--- src/rtl/rf_wb_arbiter_if.sv ---
// Writeback arbiter bus: requester handshakes, register-file write/read side and perf counter.
// The master side drives requests and read data; the slave side is the arbiter.
interface rf_wb_arbiter_if #(
  parameter int NREQ = 3,
  parameter int AW   = 5,
  parameter int DW   = 32,
  parameter int SCW  = 16
);
  logic [NREQ-1:0]    req_valid;
  logic [NREQ-1:0]    req_ready;
  logic [NREQ*AW-1:0] req_addr;
  logic [NREQ*DW-1:0] req_data;
  logic               hold;
  logic               rf_we;
  logic [AW-1:0]      rf_waddr;
  logic [DW-1:0]      rf_wdata;
  logic [AW-1:0]      rd_addr1;
  logic [AW-1:0]      rd_addr2;
  logic [DW-1:0]      rf_rdata1;
  logic [DW-1:0]      rf_rdata2;
  logic [DW-1:0]      rd_data1;
  logic [DW-1:0]      rd_data2;
  logic [SCW-1:0]     stall_cnt;

  modport master (
    output req_valid, req_addr, req_data, hold, rd_addr1, rd_addr2, rf_rdata1, rf_rdata2,
    input  req_ready, rf_we, rf_waddr, rf_wdata, rd_data1, rd_data2, stall_cnt
  );

  modport slave (
    input  req_valid, req_addr, req_data, hold, rd_addr1, rd_addr2, rf_rdata1, rf_rdata2,
    output req_ready, rf_we, rf_waddr, rf_wdata, rd_data1, rd_data2, stall_cnt
  );
endinterface

--- src/rtl/rf_wb_arbiter.sv ---
// Round-robin arbiter for the register file write port with a registered write stage.
// Optional macro WB_BYPASS_EN forwards the committing write to same-cycle reads.
module rf_wb_arbiter #(
  parameter int NREQ = 3,
  parameter int AW   = 5,
  parameter int DW   = 32,
  parameter int SCW  = 16
) (
  input  logic               clk,
  input  logic               rst,
  rf_wb_arbiter_if.slave     bus
);
  localparam int PW = $clog2(NREQ);

  logic [NREQ-1:0][AW-1:0] addr_a;
  logic [NREQ-1:0][DW-1:0] data_a;
  assign addr_a = bus.req_addr;
  assign data_a = bus.req_data;

  logic [PW-1:0]   ptr_q, ptr_d;
  logic [PW-1:0]   gidx;
  logic            xfer;
  logic [NREQ-1:0] ready;
  logic            stall_hit;

  logic            we_q, we_d;
  logic [AW-1:0]   waddr_q, waddr_d;
  logic [DW-1:0]   wdata_q, wdata_d;
  logic [SCW-1:0]  stall_q, stall_d;

  // Rotating priority search starting at ptr; hold and reset suppress any grant.
  always_comb begin
    int idx;
    gidx = '0;
    xfer = 1'b0;
    idx  = 0;
    for (int k = 0; k < NREQ; k++) begin
      idx = int'(ptr_q) + k;
      if (idx >= NREQ) idx = idx - NREQ;
      if (!xfer && bus.req_valid[idx]) begin
        xfer = 1'b1;
        gidx = idx[PW-1:0];
      end
    end
    if (bus.hold || !rst) begin
      xfer = 1'b0;
      gidx = '0;
    end
  end

  assign ready         = xfer ? (NREQ'(1) << gidx) : '0;
  assign bus.req_ready = ready;
  assign stall_hit     = |(bus.req_valid & ~ready);

  always_comb begin
    ptr_d   = ptr_q;
    we_d    = 1'b0;
    waddr_d = waddr_q;
    wdata_d = wdata_q;
    stall_d = stall_q;
    if (xfer) begin
      ptr_d   = (gidx == PW'(NREQ - 1)) ? '0 : gidx + 1'b1;
      // x0 is hardwired: handshake completes but the write is dropped.
      we_d    = (addr_a[gidx] != '0);
      waddr_d = addr_a[gidx];
      wdata_d = data_a[gidx];
    end
    if (stall_hit && (stall_q != '1)) stall_d = stall_q + 1'b1;
  end

  always_ff @(posedge clk or negedge rst) begin
    if (!rst) begin
      ptr_q   <= '0;
      we_q    <= 1'b0;
      waddr_q <= '0;
      wdata_q <= '0;
      stall_q <= '0;
    end else begin
      ptr_q   <= ptr_d;
      we_q    <= we_d;
      waddr_q <= waddr_d;
      wdata_q <= wdata_d;
      stall_q <= stall_d;
    end
  end

  assign bus.rf_we     = we_q;
  assign bus.rf_waddr  = waddr_q;
  assign bus.rf_wdata  = wdata_q;
  assign bus.stall_cnt = stall_q;

`ifdef WB_BYPASS_EN
  assign bus.rd_data1 = (we_q && (waddr_q == bus.rd_addr1) && (bus.rd_addr1 != '0))
                        ? wdata_q : bus.rf_rdata1;
  assign bus.rd_data2 = (we_q && (waddr_q == bus.rd_addr2) && (bus.rd_addr2 != '0))
                        ? wdata_q : bus.rf_rdata2;
`else
  assign bus.rd_data1 = bus.rf_rdata1;
  assign bus.rd_data2 = bus.rf_rdata2;
`endif
endmodule

--- src/flat_wrapper.sv ---
// flat-port wrapper written by rule: the top's interface ports become plain ports
module rf_wb_arbiter_flat 
#(
  parameter int NREQ = 3,
  parameter int AW   = 5,
  parameter int DW   = 32,
  parameter int SCW  = 16
)
  (clk, rst, bus_req_valid, bus_req_addr, bus_req_data, bus_hold, bus_rd_addr1, bus_rd_addr2, bus_rf_rdata1, bus_rf_rdata2, bus_req_ready, bus_rf_we, bus_rf_waddr, bus_rf_wdata, bus_rd_data1, bus_rd_data2, bus_stall_cnt);
  rf_wb_arbiter_if #(.NREQ(NREQ), .AW(AW), .DW(DW), .SCW(SCW)) bus_i ();
  input  logic clk;
  input  logic rst;
  input wire logic [$bits(bus_i.req_valid)-1:0] bus_req_valid;
  input wire logic [$bits(bus_i.req_addr)-1:0] bus_req_addr;
  input wire logic [$bits(bus_i.req_data)-1:0] bus_req_data;
  input wire logic [$bits(bus_i.hold)-1:0] bus_hold;
  input wire logic [$bits(bus_i.rd_addr1)-1:0] bus_rd_addr1;
  input wire logic [$bits(bus_i.rd_addr2)-1:0] bus_rd_addr2;
  input wire logic [$bits(bus_i.rf_rdata1)-1:0] bus_rf_rdata1;
  input wire logic [$bits(bus_i.rf_rdata2)-1:0] bus_rf_rdata2;
  output wire logic [$bits(bus_i.req_ready)-1:0] bus_req_ready;
  output wire logic [$bits(bus_i.rf_we)-1:0] bus_rf_we;
  output wire logic [$bits(bus_i.rf_waddr)-1:0] bus_rf_waddr;
  output wire logic [$bits(bus_i.rf_wdata)-1:0] bus_rf_wdata;
  output wire logic [$bits(bus_i.rd_data1)-1:0] bus_rd_data1;
  output wire logic [$bits(bus_i.rd_data2)-1:0] bus_rd_data2;
  output wire logic [$bits(bus_i.stall_cnt)-1:0] bus_stall_cnt;
  assign bus_i.req_valid = bus_req_valid;
  assign bus_i.req_addr = bus_req_addr;
  assign bus_i.req_data = bus_req_data;
  assign bus_i.hold = bus_hold;
  assign bus_i.rd_addr1 = bus_rd_addr1;
  assign bus_i.rd_addr2 = bus_rd_addr2;
  assign bus_i.rf_rdata1 = bus_rf_rdata1;
  assign bus_i.rf_rdata2 = bus_rf_rdata2;
  assign bus_req_ready = bus_i.req_ready;
  assign bus_rf_we = bus_i.rf_we;
  assign bus_rf_waddr = bus_i.rf_waddr;
  assign bus_rf_wdata = bus_i.rf_wdata;
  assign bus_rd_data1 = bus_i.rd_data1;
  assign bus_rd_data2 = bus_i.rd_data2;
  assign bus_stall_cnt = bus_i.stall_cnt;
  rf_wb_arbiter #(.NREQ(NREQ), .AW(AW), .DW(DW), .SCW(SCW)) u_core (.clk(clk), .rst(rst), .bus(bus_i));
endmodule
--- config.mk ---
export PLATFORM = sky130hd
export DESIGN_NAME = rf_wb_arbiter_flat
export DESIGN_NICKNAME = d
export VERILOG_FILES = /design/src/rtl/rf_wb_arbiter_if.sv /design/src/rtl/rf_wb_arbiter.sv /design/src/flat_wrapper.sv
export SDC_FILE = /design/constraint.sdc
export NUM_CORES = 1
export LEC_CHECK = 0
export BUFFER_PORTS_ARGS = -buffer_cell sky130_fd_sc_hd__buf_2
export CELL_PAD_IN_SITES_DETAIL_PLACEMENT = 0
export CELL_PAD_IN_SITES_GLOBAL_PLACEMENT = 1
export CORE_AREA = 2 2 121 123
export DETAILED_ROUTE_END_ITERATION = 12
export DIE_AREA = 0 0 123 125
export GPL_TIMING_DRIVEN = 0
export PLACE_DENSITY_LB_ADDON = 0.1
export SLEW_MARGIN = 20
export SYNTH_ARGS = -nofsm -noshare
export SYNTH_HDL_FRONTEND = slang
export SYNTH_SLANG_ARGS = --single-unit
--- constraint.sdc ---
create_clock -name clk -period 3.2 [get_ports clk]
set_input_delay 0.32 -clock clk [delete_from_list [all_inputs] [get_ports clk]]
set_output_delay 0.32 -clock clk [all_outputs]
set_load 0.01 [all_outputs]
* Word-level counts from Yosys, hierarchy flattened *
Index checks and enable logic that the tools add are counted.

cells by class
  add/subtract/negate cells = 7
  $mul = 0
  divide/modulo/power cells = 0
  magnitude comparators = 7
  equality and inequality tests = 2
  shift operators = 1
  mux-type cells = 27
  bitwise gates (word level) = 2
  reduce and logical (&&, ||, !) cells = 9

operators by type and width
  operator                                                            count
  2-to-1 mux 32 bit                                                   4
  < comparator 32 x 4 -> 1 bit, second input constant                 3
  binary-select mux 32 bit (select 2 bit)                             1
  greater-or-equal comparator 32 x 3 -> 1 bit, second input constant  2
  subtractor 32 x 3 -> 32 bit, second input constant                  2
  adder 16 x 1 -> 16 bit, second input constant                       1
  != test 16 bit, second input constant                               1
  2-to-1 mux 1 bit                                                    11
  binary-select mux 5 bit (select 2 bit)                              1
  2-to-1 mux 2 bit                                                    5
  binary-select mux 1 bit (select 2 bit)                              3
  2-to-1 mux 5 bit                                                    1
  nonzero test 5 bit                                                  1
  adder 2 x 1 -> 3 bit, second input constant                         1
  adder 2 x 2 -> 3 bit, second input constant                         1
  bitwise AND 3 bit                                                   1
  logical AND 1 bit                                                   3
  logical NOT 1 bit                                                   3
  < comparator 2 x 3 -> 1 bit, second input constant                  1
  2-to-1 mux 3 bit                                                    1
  inverter 3 bit                                                      1
  OR reduction 3 bit                                                  1
  left shift 1 x 2 -> 3 bit, first input constant                     1
  subtractor 2 x 2 -> 3 bit, second input constant                    1
  4 further kinds                                                     4

word-level totals
  bits in registers = 56
  latch bits = 0
  memory bits (writable) = 0
  ROM bits = 0
  input port bits = 191
  output and inout port bits = 121
  word-level logic and storage cells = 60
  memories = 0

* Depth between registers and ports, before layout *
  word-level depth = 19
  mapped depth = 12

* Worst setup path before layout *
No wires, ideal clock.

  kind = flip-flop to flip-flop
  start point = register u_core.ptr_q[0]
  end point = register u_core.stall_q[1], in the netlist u_core.bus.stall_cnt[1]
  arrival = 2,446 ps
  slack = 627 ps
  cell stages (with the launch flop) = 11
  path buffers = 1
  period minus slack after synthesis = 2,573 ps
  cell sequence = dfrtp_1 inv_1 ha_1 buf_6 nand2b_1 a21o_1 a211o_1 a21oi_4 a2bb2oi_4 a21oi_1 mux2_1

on the way
  longest elaborated chain between the ends = 19
  elaborated cells between the ends (all ways) = 38
  classes of those cells = 5 x add/sub; 3 x order compare; 1 x shift; 21 x mux; 2 x bitwise; 6 x reduce/logical

ends and longest elaborated chain
  what                                                                                  line                 RTL
  start: declaration                                                                    rf_wb_arbiter.sv:20  logic [PW-1:0] ptr_q, ptr_d;
  start signal: assignment                                                              rf_wb_arbiter.sv:79  ptr_q <= ptr_d;
  parallel branches: the longest is 14 deep, another holds subtractor 32 x 3 -> 32 bit  --
  2-to-1 mux 3 bit *                                                                    rf_wb_arbiter.sv:51  assign ready = xfer ? (NREQ'(1) << gidx) : '0;
  inverter 3 bit *                                                                      rf_wb_arbiter.sv:53  assign stall_hit = |(bus.req_valid & ~ready);
  bitwise AND 3 bit *                                                                   rf_wb_arbiter.sv:53
  OR reduction 3 bit *                                                                  rf_wb_arbiter.sv:53
  logical AND 1 bit *                                                                   rf_wb_arbiter.sv:68  if (stall_hit && (stall_q != '1)) stall_d = stall_q + 1'b1;
  end signal: assignment                                                                rf_wb_arbiter.sv:83  stall_q <= stall_d;
  end: declaration                                                                      rf_wb_arbiter.sv:29  logic [SCW-1:0] stall_q, stall_d;

Mark *: on every way between the ends. The select of a mux whose other input is x is not followed.
A chain may end at the register's enable or synchronous reset.

* Final worst setup path *
Same ends and word-level chain as after synthesis.

==> out/results.tsv <==
metric	value	unit
synth top area cells	dfrtp_1 (39%), buf_4 (13%), nand2_1 (7.4%), a222oi_1 (7.0%), xor2_1 (3.2%)	
Comb pwr share	52.7	%
crit path max fanout	9	
critical path, cell by cell	inv_1 > ha_1 > buf_6 > nand2b_1 > a21o_1 > o41ai_2 > a21oi_4 > buf_4 > a2bb2oi_4 > a21oi_1 > mux2_1	
P_int	2.305	mW
cts bufs inserted	5	
Achievable Freq	341.0	MHz
number of global-route vias before repair	3579	
WP data required	3380	ps
First-pass DRT Iterations	5	
Least-Margin Pin Slew	757.9	ps
worst IR drop on VDD	0.3038	mV
Clock Skews	7.189	ps
first-pass GRT wire length	18440	um
Initial Util	25.21	%
Sw Ratio	41.11	%
most frequent cell after synthesis	nand2_1	
clk root buf	clkbuf_16	
yosys warns	0	
drt drc	0	
cell row count	44	
Pwr per Cell Area	748.6	mW/mm^2
routed length per instance	15.54	um
die width	123	um
endpoints failing hold	0	
type of element launching the critical path	register	
Post-Route WL	12620	um
core area	0.01420	mm^2
Psw	1.610	mW
area delta synth->final	46.05	%
Setup violations, final	0	
Hold Crit Class	primary input to asynchronous set/reset pin	
max-capacitance violation count	0	
Avg Synthesized Cell Area	9.498	um^2
n_diodes	0	
htree depth	2	
async set-reset flop share out of synthesis	100.0	%
slowest stage cell on the critical path	o41ai_2	
post-layout instance area	0.005230	mm^2
RSZ-0062 raised after global routing	yes	
outcome	finished, final reports clean	
Synth Instances	377	
Fin Hold WS	99.84	ps
crit share post-route	91.64	%
Port Buf Inserts	237	
initial antenna violation count	0	
placed inst area	0.005000	mm^2
vias per cell	4.601	
Synth top area share	39.13	%
clock transition at the registers of the reported paths	70	ps
clk buf depth	2	
max-slew violation count	0	
total number of vias	3736	
syn_nets	573	
Crit Path Class	register to register	
IO Pins	312	
Leak	2.693	nW
register share of total power	32.7	%
Worst slew margin	49.47	%
EDFF count, synth	0	
clk sink count	56	
grt ovf	0	
CTS tree	built	
largest net degree at the start of global routing	58	
fraction of layout cells with a size suffix above 1	55.73	%
NumNets Final	823	
Synth Cell Area	0.003581	mm^2
register bit total from synthesis	56	
DR iter-0 viols	160	
critical path arrival	3110	ps
clock group share of total power	14.6	%
post-synth top area cell	dfrtp_1	
Die H	125	um
endpoint class of the critical path	register	
worst skew pair latency	290	ps
Die Footprint	0.01538	mm^2
Final ANT Viol Nets	0	
DP HPWL	9985	um
Yosys cell types	51	
gr usage total	15.55	%
fin crit period	2933	ps
sequential element share of the synthesized area	39.13	%
Placer Congestion	0.7778	
Worst path max stage delay	470	ps
top post-synthesis cells by count	nand2_1 (71), buf_4 (64), dfrtp_1 (56)	
prevailing post-synth register cell	dfrtp_1	
## cell usage in the layout (no fill, tap or decap), types with 6 or more instances in the layout
master	instances
buf_4	73
nand2b_1	6
a22o_1	9
a211oi_2	8
nand3_1	9
a222oi_1	25
a21oi_1	16
xor2_1	13
inv_1	6
o21ai_1	7
buf_2	238
o21ai_0	6
nor2_1	6
nand2_1	71
dfrtp_1	56
clkbuf_1	10
## cell type report
cell class / instances / area, um^2
fillers: 1538 / 8974
multi-input cells: 230 / 1580
flip-flops and latches: 56 / 1401
repair buffers: 245 / 1261
plain buffers: 83 / 584.3
well taps: 184 / 230.2
clock buffers: 7 / 142.6
inverters: 6 / 22.52
clock inverters: 1 / 7.507
## path summary, 6_finish.rpt
kind,startpoint,cells past startpoint,slack (ps),end
max in group asynchronous,rst,1,2610,u_core.bus.rf_wdata[22]$_DFFE_PN0P_
min in group clk,bus_req_data[1],3,220,u_core.bus.rf_wdata[1]$_DFFE_PN0P_
worst max-delay path,u_core.ptr_q[0]$_DFFE_PN0P_,11,270,u_core.bus.stall_cnt[1]$_DFFE_PN0P_
worst min-delay path,rst,1,100,u_core.bus.rf_wdata[3]$_DFFE_PN0P_
worst max register to register,u_core.ptr_q[0]$_DFFE_PN0P_,11,270,u_core.bus.stall_cnt[1]$_DFFE_PN0P_
worst min register to register,u_core.bus.rf_wdata[2]$_DFFE_PN0P_,2,480,u_core.bus.rf_wdata[2]$_DFFE_PN0P_
## routing by layer
metal | GRT usage (%) | share of wire, % | vias up | wire [um]
met5 | 0 | 0 | - | 0
met4 | 3.543 | 1.1 | 0 | 140
met3 | 3.057 | 8.8 | 8 | 1116
met2 | 28.83 | 51 | 195 | 6420
met1 | 18.16 | 39 | 1735 | 4941
li1 | - | - | 1798 | -
## worst max-delay path, delay by kind of cell, from the launching register on
family | cells | cell delay (ps)
AND/OR/NAND/NOR | 1 | 130
buffers and inverters | 3 | 390
adder cells (fa/ha/maj) | 1 | 300
multiplexers | 1 | 350
AO/OA/AOI/OAI | 5 | 1230
flip-flops | 1 | 400
## kinds of logic (layout without fill, tap and decap cells)
group	after synthesis	in the layout	synth area share [%]
compound gates	99	99	24.01
xor+xnor	14	14	3.424
fa+ha+maj	5	5	1.747
buf+inv	91	342	16.98
flops	56	56	39.13
mux	4	4	1.293
simple gates	108	108	13.42
## sequential cells by signal, summed over array words and instances, names as in the netlist
signal	flops
u_core.bus.rf_wdata	32
u_core.bus.rf_we	1
u_core.ptr_q	2
u_core.bus.rf_waddr	5
u_core.bus.stall_cnt	16
## stage by stage
stage / total power, mW / TNS, ps / utilization, % / worst slack (ps) / instances
floorplan: 2.536 / 0 / - / 626.9 / 377
global placement: 3.294 / -11920 / 35.18 / -578.2 / 798
detailed placement: 3.323 / -155.4 / 35.20 / -131.6 / 798
CTS: 3.922 / 0 / 36.25 / 27.17 / 804
global route: 4.240 / 0 / 36.82 / 0.4092 / 812
finish: 3.915 / 0 / 36.82 / 267.4 / 812
## power by group through the flow
stage	Sequential [mW]	Combinational, mW	Clock (mW)
2_1_floorplan	1.40	1.13	0
3_3_place_gp	1.29	2.01	0
3_5_place_dp	1.29	2.03	0
4_1_cts	1.29	2.03	0.602
5_1_grt	1.33	2.28	0.628
6_report	1.28	2.06	0.571
## repair_timing
action                     4_1_cts  5_1_grt
gates cloned                     0        0
pin swaps                        0        2
setup buffers                    0        8
hold buffers                     0        0
setup endpoints to repair        3       17
gates resized for setup          2        7
Power figures use the tool's default switching activity.
